===== src/rtl/fir_coef_ctrl.sv =====
// Coefficient loader for the transposed FIR: fills a shadow bank over a
// valid/ready stream and swaps it onto C atomically, then masks y_valid.
module fir_coef_ctrl #(
    parameter int              BW     = 12,
    parameter int              N      = 5,
    parameter logic [N*BW-1:0] C_INIT = '0
) (
    input  logic          CK,
    input  logic          RB,
    input  logic          cfg_valid,
    output logic          cfg_ready,
    input  logic [BW-1:0] cfg_data,
    input  logic          cfg_last,
    input  logic          cfg_abort,
    input  logic          swap_en,
    output logic [N*BW-1:0] C,
    output logic          coef_upd,
    output logic          y_valid,
    output logic          cfg_err,
    output logic [7:0]    err_cnt,
    output logic [1:0]    state
);

    localparam int CW = (N > 1) ? $clog2(N) : 1;

    typedef enum logic [1:0] {
        IDLE   = 2'd0,
        LOAD   = 2'd1,
        PEND   = 2'd2,
        SETTLE = 2'd3
    } st_t;

    st_t             st;
    logic [CW-1:0]   cnt;
    logic [CW-1:0]   scnt;
    logic [BW-1:0]   shadow [N];
    logic [N*BW-1:0] c_r;

    logic xfer;
    logic last_word;
    logic frame_err;
    logic abort_err;
    logic err_ev;

    assign cfg_ready = ((st == IDLE) || (st == LOAD)) && !cfg_abort;
    assign xfer      = cfg_valid && cfg_ready;
    assign last_word = (cnt == CW'(N - 1));

    // A load must end with cfg_last on exactly the N-th word.
    assign frame_err = xfer && (((st == IDLE) && cfg_last) ||
                                ((st == LOAD) && (last_word != cfg_last)));
    assign abort_err = cfg_abort && ((st == LOAD) || (st == PEND));
    assign err_ev    = frame_err || abort_err;

    assign C     = c_r;
    assign state = st;

    always_ff @(posedge CK or negedge RB) begin
        if (!RB) begin
            st       <= IDLE;
            c_r      <= C_INIT;
            cnt      <= '0;
            scnt     <= '0;
            coef_upd <= 1'b0;
            y_valid  <= 1'b0;
            cfg_err  <= 1'b0;
            err_cnt  <= '0;
            for (int k = 0; k < N; k++) shadow[k] <= '0;
        end else begin
            coef_upd <= 1'b0;
            cfg_err  <= err_ev;
            if (err_ev && (err_cnt != 8'hFF))
                err_cnt <= err_cnt + 8'd1;

            case (st)
                IDLE: begin
                    if (xfer) begin
                        shadow[0] <= cfg_data;
                        if (cfg_last) begin
                            cnt <= '0;
                        end else begin
                            cnt <= CW'(1);
                            st  <= LOAD;
                        end
                    end
                end
                LOAD: begin
                    if (cfg_abort) begin
                        st  <= IDLE;
                        cnt <= '0;
                        for (int k = 0; k < N; k++) shadow[k] <= '0;
                    end else if (xfer) begin
                        shadow[cnt] <= cfg_data;
                        if (last_word && cfg_last) begin
                            st  <= PEND;
                            cnt <= '0;
                        end else if (!last_word && !cfg_last) begin
                            cnt <= cnt + CW'(1);
                        end else begin
                            st  <= IDLE;
                            cnt <= '0;
                        end
                    end
                end
                PEND: begin
                    if (cfg_abort) begin
                        st <= IDLE;
                        for (int k = 0; k < N; k++) shadow[k] <= '0;
                    end else if (swap_en) begin
                        for (int k = 0; k < N; k++)
                            c_r[k*BW +: BW] <= shadow[k];
                        coef_upd <= 1'b1;
                        y_valid  <= 1'b0;
                        scnt     <= CW'(N - 1);
                        st       <= SETTLE;
                    end
                end
                SETTLE: begin
                    // Hold y_valid low for N-1 cycles while the taps refill.
                    if (scnt == CW'(1)) begin
                        scnt    <= '0;
                        y_valid <= 1'b1;
                        st      <= IDLE;
                    end else begin
                        scnt <= scnt - CW'(1);
                    end
                end
                default: st <= IDLE;
            endcase
        end
    end

endmodule

===== config.mk =====
export PLATFORM = sky130hd
export DESIGN_NAME = fir_coef_ctrl
export DESIGN_NICKNAME = d
export VERILOG_FILES = /design/src/rtl/fir_coef_ctrl.sv
export SDC_FILE = /design/constraint.sdc
export NUM_CORES = 1
export LEC_CHECK = 0
export ABC_AREA = 1
export CAP_MARGIN = 25
export CORE_MARGIN = 2
export CORE_UTILIZATION = 45
export CTS_CLUSTER_SIZE = 14
export DETAILED_ROUTE_END_ITERATION = 8
export HOLD_SLACK_MARGIN = 0.03
export PLACE_DENSITY = 0.8
export SLEW_MARGIN = 20
export SYNTH_ARGS = -nofsm -noshare
export SYNTH_HDL_FRONTEND = slang
export SYNTH_SLANG_ARGS = --single-unit

===== constraint.sdc =====
create_clock -name CK -period 2.3 [get_ports CK]
set_input_delay 0.46 -clock CK [delete_from_list [all_inputs] [get_ports CK]]
set_output_delay 0.46 -clock CK [all_outputs]
set_load 0.1 [all_outputs]

* After elaboration in Yosys (flattened, before gate mapping) *
Index checks and enable logic that the tools add are counted.

operators by class
  muxes and demuxes = 37
  reductions and logical operators = 29
  bitwise gates (word level) = 2
  $add $sub $neg = 3
  eq/ne operators = 16
  order comparisons = 2

operator list
  kind                   number
  $mux W60               3
  $pmux W48 S2           1
  $bwmux W60             1
  $demux W12 S3          1
  $pmux W12 S3           1
  $mux W12               2
  $mux W3                8
  $mux W2                9
  $ne A2 B2 Y1 const B   6
  $pmux W3 S2            2
  $reduce_and A3 Y1      4
  $logic_and A1 B1 Y1    10
  $add A8 B1 Y8 const B  1
  $ne A8 B8 Y1 const B   1
  $pmux W2 S4            1
  $reduce_and A4 Y1      2
  $mux W1                7
  $ne A3 B3 Y1 const B   2
  $reduce_and A6 Y1      1
  $reduce_bool A2 Y1     3
  $eq A2 B2 Y1 const B   2
  $ge A4 B4 Y1 const B   1
  $logic_or A1 B1 Y1     4
  $lt A4 B1 Y1 const B   1
  other kinds (13)       15

word-level totals
  output and inout bits = 74
  word-level logic and storage cells = 102
  input bits = 18
  flip-flop bits (word level) = 139

* Depth between registers and ports, before layout *
Gate-level depths: netlist of run 1.

  depth after elaboration = 9
  mapped depth = 11
  mapped depth without buffers = 11

* Least setup slack after synthesis of run 1 *
Ideal clock, no wire load.

  path kind = flip-flop to flip-flop
  start point = reg st[0] (netlist: state[0])
  end point = reg err_cnt[5]
  path slack = -1.249 ns
  data required time = 2.177 ns
  data arrival time = 3.426 ns
  setup time = 0.123 ns
  stages on the path, launching flop included = 9
  period minus slack after synthesis = 3.549 ns
  path buffers = 0
  cell sequence = dfrtp_1 ha_1 nor2_1 nor2_1 nand3_1 nand2_2 nand2_1 nand2_1 nand2_1

between the ends
  word-level cells in the longest chain between the ends = 7
  elaborated cells between the ends (all ways) = 14
  classes of those cells = eq/ne (2); reduce/logical (12)

RTL lines
  element                                                  line  RTL
  start, declared                                          33    st_t st;
  start signal, assigned                                   60    st <= IDLE;
  start signal, assigned                                   83    st <= LOAD;
  start signal, assigned                                   89    st <= IDLE;
  $eq A2 B1 Y1 / $logic_not A2 Y1 (equally long branches)  45    assign cfg_ready = ((st == IDLE) || (st == LOAD)) && !cfg_abort;
  $logic_or A1 B1 Y1 *                                     45
  $logic_and A1 B1 Y1 *                                    45
  net cfg_ready                                            11    output logic cfg_ready,
  $logic_and A1 B1 Y1 *                                    46    assign xfer = cfg_valid && cfg_ready;
  $logic_and A1 B1 Y1 *                                    50    assign frame_err = xfer && (((st == IDLE) && cfg_last) ||
  $logic_or A1 B1 Y1 *                                     53    assign err_ev = frame_err || abort_err;
  net err_ev                                               43    logic err_ev;
  $logic_and A1 B1 Y1 *                                    72    if (err_ev && (err_cnt != 8'hFF))
  end signal, assigned                                     73    err_cnt <= err_cnt + 8'd1;
  end, declared                                            20    output logic [7:0] err_cnt,

Mark *: on every way through the listed nets, which the timed path passes. The rest lies on a longest branch.
A chain may end at the register's enable or synchronous reset.

* Worst setup path in the final report of run 1 *
  start point = reg st[1] (netlist: state[1])
  end point = out cfg_ready

between the ends
  word-level cells in the longest chain between the ends = 3
  elaborated cells between the ends (all ways) = 4
  classes of those cells = eq/ne (1); reduce/logical (3)

RTL lines
  element                                                  line
  $eq A2 B1 Y1 / $logic_not A2 Y1 (equally long branches)  45
  $logic_or A1 B1 Y1 *                                     45
  $logic_and A1 B1 Y1 *                                    45
  end, declared                                            11

Every way passes the cells marked *; elsewhere a longest branch is shown, timed or not.

==> impl_metrics.prom, run 1 <==
# TYPE chip_impl_metric gauge
chip_impl_metric{name="pwr_density_cell",unit="mW/mm^2"} 1025
chip_impl_metric{name="syn-instance-count",unit=""} 767
chip_impl_metric{name="gr-usage-met2",unit="%"} 34.69
chip_impl_info{name="grt_setup_unrepaired",value="no"} 1
chip_impl_metric{name="synth_enable_flop_cells",unit=""} 0
chip_impl_metric{name="period_minus_slack",unit="ps"} 2181
chip_impl_metric{name="dr.pass1.iters",unit=""} 5
chip_impl_metric{name="clock_sink_count",unit=""} 139
chip_impl_metric{name="antenna_found_initial",unit=""} 0
chip_impl_info{name="ys.flop_type",value="dfrtp_1"} 1
chip_impl_metric{name="buffer_ports.inserted",unit=""} 91
chip_impl_metric{name="timing.critical_path.fanout_max",unit=""} 7
chip_impl_metric{name="ys_types",unit=""} 24
chip_impl_metric{name="post_drt_via_cell_ratio",unit=""} 4.866
chip_impl_metric{name="clk_skew",unit="ps"} 6.720
chip_impl_metric{name="ir_drop",unit="mV"} 0.6142
chip_impl_metric{name="gr-total-overflow",unit=""} 0
chip_impl_metric{name="syn_area_cell",unit="sq um"} 8.055
chip_impl_metric{name="post_layout_worst_setup_margin",unit="ps"} 119.1
chip_impl_metric{name="route.detailed.drc",unit=""} 0
chip_impl_metric{name="synth.yosys.warnings",unit=""} 0
chip_impl_metric{name="design.die.area",unit="sq mm"} 0.01468
chip_impl_metric{name="nNetsFinal",unit=""} 901
chip_impl_metric{name="mappedNetlistNets",unit=""} 797
chip_impl_metric{name="cp_slowest_stage_delay",unit="ps"} 500
chip_impl_metric{name="synth_area",unit="sq mm"} 0.006178
chip_impl_metric{name="drt-initial-drc-count",unit=""} 443
chip_impl_metric{name="ctsLongestPathBuffers",unit=""} 2
chip_impl_metric{name="ios",unit=""} 92
chip_impl_metric{name="std_cell_rows",unit=""} 42
chip_impl_metric{name="cts.reportedPaths.clkPinSlew",unit="ps"} 60
chip_impl_metric{name="grt_use_met1",unit="%"} 28.97
chip_impl_info{name="most_crowded_layer_gr",value="met2"} 1
chip_impl_metric{name="worst_pin_slew",unit="ps"} 503.7
chip_impl_info{name="timing.critical_path.cells",value="inv_1, ha_2, nor2_1, nor2_4, buf_12"} 1
chip_impl_metric{name="setup_viol",unit=""} 0
chip_impl_metric{name="final.period_utilization",unit="%"} 94.82
chip_impl_metric{name="ctsHtreeMaxLevel",unit=""} 4
chip_impl_metric{name="start_util",unit="%"} 46.29
chip_impl_metric{name="grt_start_max_net_pins",unit=""} 57
chip_impl_metric{name="chipHeight",unit="um"} 121.2
chip_impl_metric{name="synth-seq-area-share",unit="%"} 56.30
chip_impl_metric{name="drive_gt1_share",unit="%"} 15.84
chip_impl_metric{name="detail_route.wl_per_cell",unit="um"} 13.92
chip_impl_info{name="clock_tree.root_cell",value="clkbuf_16"} 1
chip_impl_metric{name="fin_tns_setup",unit="ps"} 0
chip_impl_metric{name="route.final.wire_length",unit="mm"} 14.75
chip_impl_metric{name="leakage",unit="nW"} 4.537
chip_impl_metric{name="cp_data_arrival_time",unit="ps"} 1720
chip_impl_info{name="critPathCaptureType",value="output port"} 1
chip_impl_metric{name="cts-buffers-inserted",unit=""} 17
chip_impl_metric{name="max_freq",unit="MHz"} 458.5
chip_impl_metric{name="synthToLayoutAreaGrowth",unit="%"} 26.57
chip_impl_metric{name="gp_routability_congestion",unit=""} 0.8447
chip_impl_metric{name="stdcell_area",unit="sq mm"} 0.007820
chip_impl_info{name="status",value="finished, final reports clean"} 1
chip_impl_metric{name="clk-insertion-delay-late",unit="ps"} 410
chip_impl_metric{name="route.vias.total",unit=""} 5158
chip_impl_metric{name="timing.max_slew.rel_slack",unit="%"} 66.42
chip_impl_info{name="min_path_type",value="flip-flop to flip-flop"} 1
chip_impl_metric{name="finish.cell_count_without_fillers",unit=""} 1060
chip_impl_metric{name="postPlaceCellArea",unit="sq mm"} 0.007191
chip_impl_info{name="cpMaxStageDelayCell",value="dfrtp_4"} 1
chip_impl_metric{name="ys_async_rst_share",unit="%"} 100.0
chip_impl_metric{name="grt_first_pass_wirelength",unit="mm"} 24.50
chip_impl_metric{name="final_antenna_net_count",unit=""} 0
chip_impl_metric{name="yosys_register_bits",unit=""} 139
chip_impl_metric{name="detailedPlacementHpwl",unit="mm"} 10.13
chip_impl_metric{name="finish.utilization",unit="%"} 58.59
chip_impl_metric{name="num_antenna_cells",unit=""} 0
chip_impl_metric{name="finalPower",unit="mW"} 8.017
chip_impl_metric{name="fin_hold_ws",unit="ps"} 474.2
chip_impl_metric{name="pre_cts_ws",unit="ps"} 29.33
chip_impl_metric{name="global_route.usage.met3",unit="%"} 4.370
chip_impl_info{name="path_class",value="flip-flop to output port"} 1
chip_impl_metric{name="post-cts-setup-buffer-count",unit=""} 0
chip_impl_metric{name="placed_cells",unit=""} 1027
chip_impl_info{name="setup.worst_path.start_class",value="flip-flop"} 1
chip_impl_metric{name="die_width",unit="um"} 121.2
chip_impl_metric{name="worst_ep_required_time",unit="ps"} 1840
chip_impl_metric{name="timing.final.max_slew_violations",unit=""} 0
chip_impl_metric{name="drv.max_cap_violation_count",unit=""} 0
chip_impl_info{name="tritoncts",value="yes"} 1
chip_impl_metric{name="core",unit="sq mm"} 0.01335
chip_impl_metric{name="first_global_vias",unit=""} 4970
chip_impl_metric{name="globalRouteTotalUtil",unit="%"} 21.35
chip_impl_metric{name="finalHoldViolCount",unit=""} 0
synth_stat cells, types with 3 or more instances:
library cell,count,area (sq um)
a21oi_1,3,15.01
nor2_1,28,105.1
nand3_1,68,340.3
o21ai_0,21,105.1
nand4_1,3,18.77
dfrtp_1,139,3478
clkbuf_1,8,30.03
inv_1,60,225.2
nand2_1,386,1449
buf_2,17,85.08
nand3b_1,4,30.03
nand2_2,3,18.77
ha_1,12,150.1
registers in the layout, summed over array words and instances, names as in the netlist, 2 cells and up:
register,count
C,60
shadow,60
err_cnt,8
cnt,3
scnt,3
state,2
cell type report:
class | instances | area (sq um)
Clock buffer | 21 | 450.4
Clock inverter | 11 | 168.9
Fill cell | 1191 | 5528
Inverter | 62 | 232.7
Multi-Input combinational cell | 536 | 2315
Sequential cell | 139 | 3486
Tap cell | 176 | 220.2
Timing Repair Buffer | 115 | 947.2
critical path, delay by kind of cell, from the launching register on:
| family | cells | cell delay, ps |
|---|---|---|
| flip-flops | 1 | 500 |
| buffers and inverters | 2 | 300 |
| adder cells (fa/ha/maj) | 1 | 250 |
| AND/OR/NAND/NOR | 2 | 250 |
worst paths after layout:
| check | slack, ps | end | depth (start not counted) | from |
|---|---|---|---|---|
| setup / recovery | 120 | cfg_ready | 5 | state[1] |
| hold / removal | 470 | shadow[26] | 2 | shadow[26] |
| setup reg to reg | 200 | shadow[43] | 8 | state[1] |
| hold reg to reg | 470 | shadow[26] | 2 | shadow[26] |
| max in group asynchronous | 1050 | C[52] | 3 | RB |
| min in group asynchronous | 570 | C[9] | 2 | RB |
layer usage:
| layer | vias up | share of wire (%) |
|---|---|---|
| met5 | - | 0 |
| met4 | 0 | 2.1 |
| met3 | 26 | 4.3 |
| met2 | 153 | 48 |
| met1 | 2414 | 46 |
| li1 | 2565 | - |
kinds of logic after synthesis:
group	Yosys count	synth area share, %
compound gates	25	2.066
flops	139	56.30
buf+inv	92	6.480
fa+ha+maj	12	2.430
xor+xnor	3	0.4254
simple gates	496	32.30
repair_timing:
item	4_1_cts	5_1_grt
resized for setup	0	0
endpoints found under the setup margin	0	0
hold endpoints to repair	50	0
hold buffers	1	0
placed cells by master, fill, tap and decap left out, drive strengths merged, types with 2 or more instances in the layout:
cell type / count
nand2: 389
dfrtp: 139
buf: 98
nand3: 69
inv: 62
nor2: 28
o21ai: 21
clkbuf: 21
clkdlybuf4s50: 16
ha: 12
clkinv: 6
nand3b: 4
bufinv: 4
nand4: 4
a21oi: 3
xor2: 2
power breakdown:
part	switching [mW]	internal, mW	total [mW]
sequential	0.194	2.76	2.96
clock	1.02	1.84	2.86
combinational	1.62	0.573	2.19
Note: power is estimated with default switching activity, not from simulation.
==> inputs of run 2 (changes only) <==
--- a/config.mk
+++ b/config.mk
@@ -8,10 +8,12 @@
 export ABC_AREA = 1
 export CAP_MARGIN = 25
+export CELL_PAD_IN_SITES_DETAIL_PLACEMENT = 1
+export CELL_PAD_IN_SITES_GLOBAL_PLACEMENT = 2
 export CORE_MARGIN = 2
-export CORE_UTILIZATION = 45
+export CORE_UTILIZATION = 32
 export CTS_CLUSTER_SIZE = 14
 export DETAILED_ROUTE_END_ITERATION = 8
 export HOLD_SLACK_MARGIN = 0.03
-export PLACE_DENSITY = 0.8
+export PLACE_DENSITY = 0.92
 export SLEW_MARGIN = 20
 export SYNTH_ARGS = -nofsm -noshare
==> constraint.sdc (replaced) <==
create_clock -name CK -period 2.3 [get_ports CK]
set_input_delay 0.69 -clock CK [delete_from_list [all_inputs] [get_ports CK]]
set_output_delay 0.69 -clock CK [all_outputs]
set_load 0.1 [all_outputs]
==> run 2 against run 1 <==
  * Global-route usage down 3.5 points
  * Die area up 39%
  * Maximum frequency down 1.9%
  * Total power up 3.8%
  * Core utilization down 15 points
  * Critical path depth unchanged
  * Clock power about the same
  * Sequential power about the same
  * Non-clock buffer count up 18
==> impl_metrics.prom, run 2 (synthesis gave the netlist of run 1 again) <==
# TYPE chip_impl_metric gauge
chip_impl_metric{name="leakage",unit="nW"} 4.663
chip_impl_metric{name="synthToLayoutAreaGrowth",unit="%"} 32.83
chip_impl_info{name="critPathCaptureType",value="output port"} 1
chip_impl_metric{name="setup_viol",unit=""} 0
chip_impl_metric{name="cts.reportedPaths.clkPinSlew",unit="ps"} 60
chip_impl_metric{name="fillerInstances",unit=""} 2235
chip_impl_metric{name="buffer_ports.inserted",unit=""} 91
chip_impl_metric{name="drive_gt1_share",unit="%"} 17.89
chip_impl_metric{name="fin_hold_ws",unit="ps"} 173.6
chip_impl_metric{name="final.period_utilization",unit="%"} 96.62
chip_impl_metric{name="core",unit="sq mm"} 0.01883
chip_impl_metric{name="design.die.area",unit="sq mm"} 0.02043
chip_impl_metric{name="std_cell_rows",unit=""} 50
chip_impl_metric{name="timing.critical_path.fanout_max",unit=""} 4
chip_impl_metric{name="timing.max_slew.rel_slack",unit="%"} 71.52
chip_impl_metric{name="drt-initial-drc-count",unit=""} 225
chip_impl_metric{name="finalHoldViolCount",unit=""} 0
chip_impl_metric{name="clock_sink_count",unit=""} 139
chip_impl_metric{name="period_minus_slack",unit="ps"} 2222
chip_impl_metric{name="gp_routability_congestion",unit=""} 0.8429
chip_impl_metric{name="clk-insertion-delay-late",unit="ps"} 420
chip_impl_metric{name="cp_data_arrival_time",unit="ps"} 1530
chip_impl_info{name="regToRegStartpoint",value="state[1]"} 1
chip_impl_metric{name="placed_cells",unit=""} 1126
chip_impl_metric{name="final_antenna_net_count",unit=""} 0
chip_impl_metric{name="area_taken_by_multi_input_logic_gates",unit="sq mm"} 0.002340
chip_impl_info{name="tritoncts",value="yes"} 1
chip_impl_metric{name="detailedPlacementHpwl",unit="mm"} 11.83
chip_impl_info{name="layout.cells.most_common",value="nand2_1"} 1
chip_impl_info{name="layout.cells.most_common_list",value="384 x nand2_1, 137 x dfrtp_1, 102 x buf_4"} 1
chip_impl_info{name="grt_setup_unrepaired",value="no"} 1
chip_impl_metric{name="route.detailed.drc",unit=""} 0
chip_impl_metric{name="pwr_density_cell",unit="mW/mm^2"} 1014
chip_impl_metric{name="first_global_vias",unit=""} 5618
chip_impl_metric{name="drv.max_cap_violation_count",unit=""} 0
chip_impl_metric{name="antenna_found_initial",unit=""} 0
chip_impl_info{name="min_path_type",value="input port to asynchronous set/reset pin"} 1
chip_impl_metric{name="timing.reg2reg.worst_path_depth",unit=""} 10
chip_impl_metric{name="post_layout_worst_setup_margin",unit="ps"} 77.75
chip_impl_metric{name="clk_skew",unit="ps"} 6.301
chip_impl_info{name="reg2reg_to",value="shadow[50]"} 1
chip_impl_info{name="clock_tree.root_cell",value="clkbuf_16"} 1
chip_impl_metric{name="post_drt_via_cell_ratio",unit=""} 4.576
chip_impl_metric{name="timing.final.max_slew_violations",unit=""} 0
chip_impl_metric{name="ios",unit=""} 92
chip_impl_metric{name="detail_route.wl_per_cell",unit="um"} 14.76
chip_impl_info{name="setup.worst_path.start_class",value="flip-flop"} 1
chip_impl_metric{name="worst_pin_slew",unit="ps"} 426.7
chip_impl_metric{name="route.vias.total",unit=""} 5308
chip_impl_metric{name="nNetsFinal",unit=""} 919
chip_impl_info{name="status",value="finished, final reports clean"} 1
chip_impl_metric{name="num_antenna_cells",unit=""} 0
chip_impl_info{name="path_class",value="flip-flop to output port"} 1
chip_impl_metric{name="route.final.wire_length",unit="mm"} 17.12
chip_impl_metric{name="cts-buffers-inserted",unit=""} 17
chip_impl_metric{name="dr.pass1.iters",unit=""} 4
chip_impl_metric{name="ctsLongestPathBuffers",unit=""} 2
chip_impl_metric{name="setup_slack_reg_to_reg",unit="ps"} 350
chip_impl_metric{name="grt_start_max_net_pins",unit=""} 50
chip_impl_metric{name="chipHeight",unit="um"} 143.0
chip_impl_metric{name="pre_cts_ws",unit="ps"} -145.6
chip_impl_metric{name="grt_first_pass_wirelength",unit="mm"} 28.43
chip_impl_metric{name="die_width",unit="um"} 143.0
chip_impl_metric{name="ctsHtreeMaxLevel",unit=""} 4
chip_impl_metric{name="max_freq",unit="MHz"} 450.0
chip_impl_metric{name="finish.cell_count_without_fillers",unit=""} 1160
chip_impl_metric{name="globalRouteTotalUtil",unit="%"} 17.90
chip_impl_metric{name="start_util",unit="%"} 32.81
chip_impl_metric{name="ir_drop",unit="mV"} 0.5362
chip_impl_metric{name="ff_latch_area",unit="sq mm"} 0.003486
chip_impl_metric{name="gr-total-overflow",unit=""} 0
chip_impl_metric{name="worst_ep_required_time",unit="ps"} 1610
run 2: changes by cell type in the layout (fill, tap and decap cells not counted), moves of 2 or more:
cell and change:
buf_12 +11, buf_4 +8, clkinv_2 -2, ha_4 +2, inv_1 -2, inv_6 +2
run 2: how the worst max path moves through the flow:
stage | to | start
after floorplan | err_cnt[5] | state[1]
after global placement | shadow[19] | cfg_abort
after detailed placement | shadow[18] | cfg_abort
after CTS | cfg_ready | state[0]
after global routing | cfg_ready | state[0]
final | cfg_ready | state[0]
run 2: power by group:
part	switching, mW	total (mW)	internal (mW)
combinational	1.68	2.49	0.811
sequential	0.211	2.97	2.76
clock	1.05	2.86	1.81
run 2: what timing repair did:
| item | 4_1_cts | 5_1_grt |
|---|---|---|
| hold buffers | 0 | 0 |
| endpoints found under the setup margin | 1 | 1 |
| setup buffers | 3 | 1 |
| resized for setup | 5 | 3 |
| pin swaps | 1 | 1 |
run 2: worst max-delay path: stages (launching register included):
cell and delay, ps:
dfrtp_4 510, inv_4 90, ha_4 140, nor2_2 50, nor2_4 130, buf_12 180
run 2: area by class of cell:
| type | instances | share of cell area (%) |
|---|---|---|
| tap | 260 | 3.964 |
| inverter | 62 | 2.866 |
| timing repair buffer | 133 | 14.82 |
| sequential | 139 | 42.48 |
| clock buffer | 20 | 5.321 |
| multi-input combinational | 536 | 28.51 |
| clock inverter | 10 | 2.043 |
run 2: routing by layer:
layer / vias to the layer above / wire length [um] / GRT usage [%]
met5: - / 0 / 0
li1: 2601 / - / -
met1: 2594 / 7794 / 23.11
met2: 97 / 8461 / 30.57
met3: 16 / 637 / 3.052
met4: 0 / 225 / 5.732
run 2: stage by stage:
stage	TNS (ps)	power, mW	util, %	cell area (sq um)
floorplan	0	4.633	-	6198
global placement	-1589	5.392	40.07	7546
detailed placement	-5005	5.455	40.07	7546
CTS	0	8.405	43.46	8184
global route	0	8.830	43.58	8207
finish	0	8.324	43.58	8207
==> inputs of run 3 (changes only) <==
ABC_AREA = unset   (was 1)
CORE_UTILIZATION = 34   (was 32)
MAX_ROUTING_LAYER = met4   (was unset)
PLACE_DENSITY = 0.91   (was 0.92)
REMOVE_ABC_BUFFERS = 1   (was unset)
==> run 3 against run 2 <==
  * Worst setup slack gained 0.87 ps
  * Combinational power shrank 10%
  * Cell count shrank 23%
  * Core utilization grew 2.2 points
  * Clock skew grew 1.6 ps
  * Hold slack gained 14 ps
  * Sequential share of layout area grew 3.5 points
  * Maximum frequency is essentially flat
  * Non-clock buffer count shrank 5
  * Critical endpoint unchanged
  * Largest cell class unchanged
==> impl_metrics.prom, run 3 <==
# TYPE chip_impl_metric gauge
chip_impl_info{name="path_class",value="flip-flop to output port"} 1
chip_impl_metric{name="ir_drop",unit="mV"} 0.9267
chip_impl_metric{name="yosys_register_bits",unit=""} 139
chip_impl_metric{name="cts.reportedPaths.clkPinSlew",unit="ps"} 60
chip_impl_metric{name="synth_area",unit="sq mm"} 0.005742
chip_impl_metric{name="design.die.area",unit="sq mm"} 0.01794
chip_impl_metric{name="worst_pin_slew",unit="ps"} 563.2
chip_impl_metric{name="drive_gt1_share",unit="%"} 23.86
chip_impl_info{name="ys.flop_type",value="dfrtp_1"} 1
chip_impl_metric{name="final.period_utilization",unit="%"} 96.58
chip_impl_metric{name="ctsLongestPathBuffers",unit=""} 2
chip_impl_metric{name="finalHoldViolCount",unit=""} 0
chip_impl_info{name="yosysMostFrequentCell",value="nand2_1"} 1
chip_impl_metric{name="final_antenna_net_count",unit=""} 0
chip_impl_metric{name="num_antenna_cells",unit=""} 0
chip_impl_metric{name="timing.max_slew.rel_slack",unit="%"} 62.13
chip_impl_metric{name="syn_area_cell",unit="sq um"} 10.40
chip_impl_metric{name="route.detailed.drc",unit=""} 0
chip_impl_metric{name="drv.max_cap_violation_count",unit=""} 0
chip_impl_metric{name="cp_data_arrival_time",unit="ps"} 1530
chip_impl_metric{name="period_minus_slack",unit="ps"} 2221
chip_impl_metric{name="setup_viol",unit=""} 0
chip_impl_metric{name="dr.pass1.iters",unit=""} 5
chip_impl_metric{name="synthToLayoutAreaGrowth",unit="%"} 31.86
chip_impl_metric{name="route.vias.total",unit=""} 4502
chip_impl_info{name="grt_setup_unrepaired",value="no"} 1
chip_impl_metric{name="drt-initial-drc-count",unit=""} 178
chip_impl_metric{name="pwr_density_cell",unit="mW/mm^2"} 1017
chip_impl_metric{name="ys_async_rst_share",unit="%"} 100.0
chip_impl_info{name="synth_common_cells",value="192 x nand2_1, 139 x dfrtp_1, 51 x a22o_1"} 1
chip_impl_metric{name="cts-buffers-inserted",unit=""} 17
chip_impl_info{name="critPathCaptureType",value="output port"} 1
chip_impl_metric{name="first_global_vias",unit=""} 4880
chip_impl_metric{name="ys_types",unit=""} 47
chip_impl_metric{name="ctsHoldBuffers",unit=""} 0
chip_impl_metric{name="start_util",unit="%"} 34.75
chip_impl_metric{name="gr-total-overflow",unit=""} 0
chip_impl_metric{name="post_layout_worst_setup_margin",unit="ps"} 78.62
chip_impl_metric{name="leakage",unit="nW"} 3.924
chip_impl_metric{name="max_freq",unit="MHz"} 450.2
chip_impl_metric{name="chipHeight",unit="um"} 134.0
chip_impl_metric{name="ctsHtreeMaxLevel",unit=""} 4
chip_impl_metric{name="route.final.wire_length",unit="mm"} 15.33
chip_impl_metric{name="detail_route.wl_per_cell",unit="um"} 17.05
chip_impl_metric{name="gp_routability_congestion",unit=""} 0.8050
chip_impl_info{name="synthDominantAreaCellType",value="dfrtp_1"} 1
chip_impl_metric{name="syn-instance-count",unit=""} 552
chip_impl_metric{name="core",unit="sq mm"} 0.01652
chip_impl_metric{name="std_cell_rows",unit=""} 47
chip_impl_info{name="status",value="finished, final reports clean"} 1
chip_impl_metric{name="fillerInstances",unit=""} 1802
chip_impl_metric{name="nNetsFinal",unit=""} 699
chip_impl_info{name="tritoncts",value="yes"} 1
chip_impl_metric{name="ios",unit=""} 92
chip_impl_metric{name="timing.critical_path.fanout_max",unit=""} 3
chip_impl_metric{name="synth_top_cell_area_share",unit="%"} 60.58
chip_impl_metric{name="placed_cells",unit=""} 869
chip_impl_metric{name="stdcell_area",unit="sq mm"} 0.007571
chip_impl_metric{name="clk_skew",unit="ps"} 7.889
chip_impl_metric{name="finish.cell_count_without_fillers",unit=""} 899
chip_impl_metric{name="post_drt_via_cell_ratio",unit=""} 5.008
chip_impl_info{name="layout.cells.most_common_list",value="192 x nand2_1, 139 x dfrtp_1, 99 x buf_4"} 1
chip_impl_metric{name="grt_start_max_net_pins",unit=""} 46
chip_impl_info{name="yosys-top-cells-area",value="dfrtp_1 61%, nand2_1 13%, a22o_1 7.8%"} 1
chip_impl_info{name="layout.cells.most_common",value="nand2_1"} 1
chip_impl_metric{name="grt_first_pass_wirelength",unit="mm"} 25.21
chip_impl_metric{name="clock_sink_count",unit=""} 139
chip_impl_metric{name="timing.final.max_slew_violations",unit=""} 0
chip_impl_metric{name="antenna_found_initial",unit=""} 0
chip_impl_info{name="clock_tree.root_cell",value="clkbuf_16"} 1
chip_impl_metric{name="synth-seq-area-share",unit="%"} 60.58
chip_impl_metric{name="worst_ep_required_time",unit="ps"} 1610
chip_impl_metric{name="clk-insertion-delay-late",unit="ps"} 420
chip_impl_metric{name="buffer_ports.inserted",unit=""} 91
chip_impl_metric{name="postPlaceCellArea",unit="sq mm"} 0.007000
chip_impl_info{name="setup.worst_path.start_class",value="flip-flop"} 1
chip_impl_metric{name="pre_cts_ws",unit="ps"} -269.7
chip_impl_metric{name="synth_enable_flop_cells",unit=""} 0
chip_impl_metric{name="die_width",unit="um"} 134.0
chip_impl_metric{name="globalRouteTotalUtil",unit="%"} 18.59
chip_impl_metric{name="synth.yosys.warnings",unit=""} 0
chip_impl_metric{name="detailedPlacementHpwl",unit="mm"} 10.79
chip_impl_info{name="min_path_type",value="input port to asynchronous set/reset pin"} 1
## run 3: worst paths after layout
kind	start	end	slack, ps	depth (start not counted)
hold / removal	RB	shadow[11]	190	1
hold reg to reg	shadow[54]	C[6]	460	2
setup / recovery	state[0]	cfg_ready	80	5
min in group CK	shadow[54]	C[6]	460	2
max in group asynchronous	RB	C[41]	1470	2
setup reg to reg	state[0]	shadow[51]	250	7
## run 3: layout make-up
| type | instances | area [sq um] | area share (%) |
|---|---|---|---|
| well taps | 220 | 275.3 | 3.636 |
| inverters | 13 | 48.80 | 0.6445 |
| flip-flops and latches | 139 | 3478 | 45.94 |
| clock inverters | 11 | 100.1 | 1.322 |
| clock buffers | 18 | 439.2 | 5.801 |
| repair buffers | 128 | 1139 | 15.04 |
| multi-input cells | 370 | 2091 | 27.62 |
## run 3: worst max-delay path, stage by stage (launching register included)
cell and delay (ps):
dfrtp_1 390, buf_4 160, ha_2 200, nor2_4 130, nor2_2 60, buf_12 180
## run 3: report_power, final
| group | total (mW) | leakage (nW) | internal [mW] | switching [mW] |
|---|---|---|---|---|
| sequential | 2.96 | 1.90 | 2.74 | 0.223 |
| clock | 2.52 | 0.252 | 1.49 | 1.02 |
| combinational | 2.23 | 1.77 | 0.806 | 1.42 |
## run 3: cell families after synthesis
| logic type | count (synthesis) | share of synthesized area, % |
|---|---|---|
| flip-flops | 139 | 60.58 |
| AND/OR/NAND/NOR | 249 | 18.87 |
| AO/OA/AOI/OAI | 100 | 13.01 |
| XOR/XNOR | 6 | 0.9152 |
| adder cells (fa/ha/maj) | 12 | 2.615 |
| buffers and inverters | 43 | 3.443 |
| multiplexers | 3 | 0.5666 |
## run 3: stage by stage
stage	TNS (ps)	utilization (%)	power (mW)	hold WS (ps)
after floorplan	-114380	-	4.306	394.4
after global placement	-5517	42.33	5.050	454.8
after detailed placement	-10110	42.36	5.164	461.2
after CTS	0	45.74	7.750	185.6
after global routing	0	45.82	8.076	199.0
final	0	45.82	7.701	187.1
## run 3: layer usage
layer	vias to the layer above	track usage (%)	wire [um]	part of all wire (%)
li1	2100	-	-	-
met1	2291	22.80	6875	45
met2	90	30.46	7630	50
met3	21	4.006	562	3.7
met4	0	6.678	262	1.7
met5	-	-	0	0
## run 3: what timing repair did
item / 4_1_cts / 5_1_grt
gates resized for setup: 5 / 4
pin swaps: 1 / 0
buffers inserted: 1 / 0
endpoints found under the setup margin: 1 / 1
endpoints found under the hold margin: 0 / 0
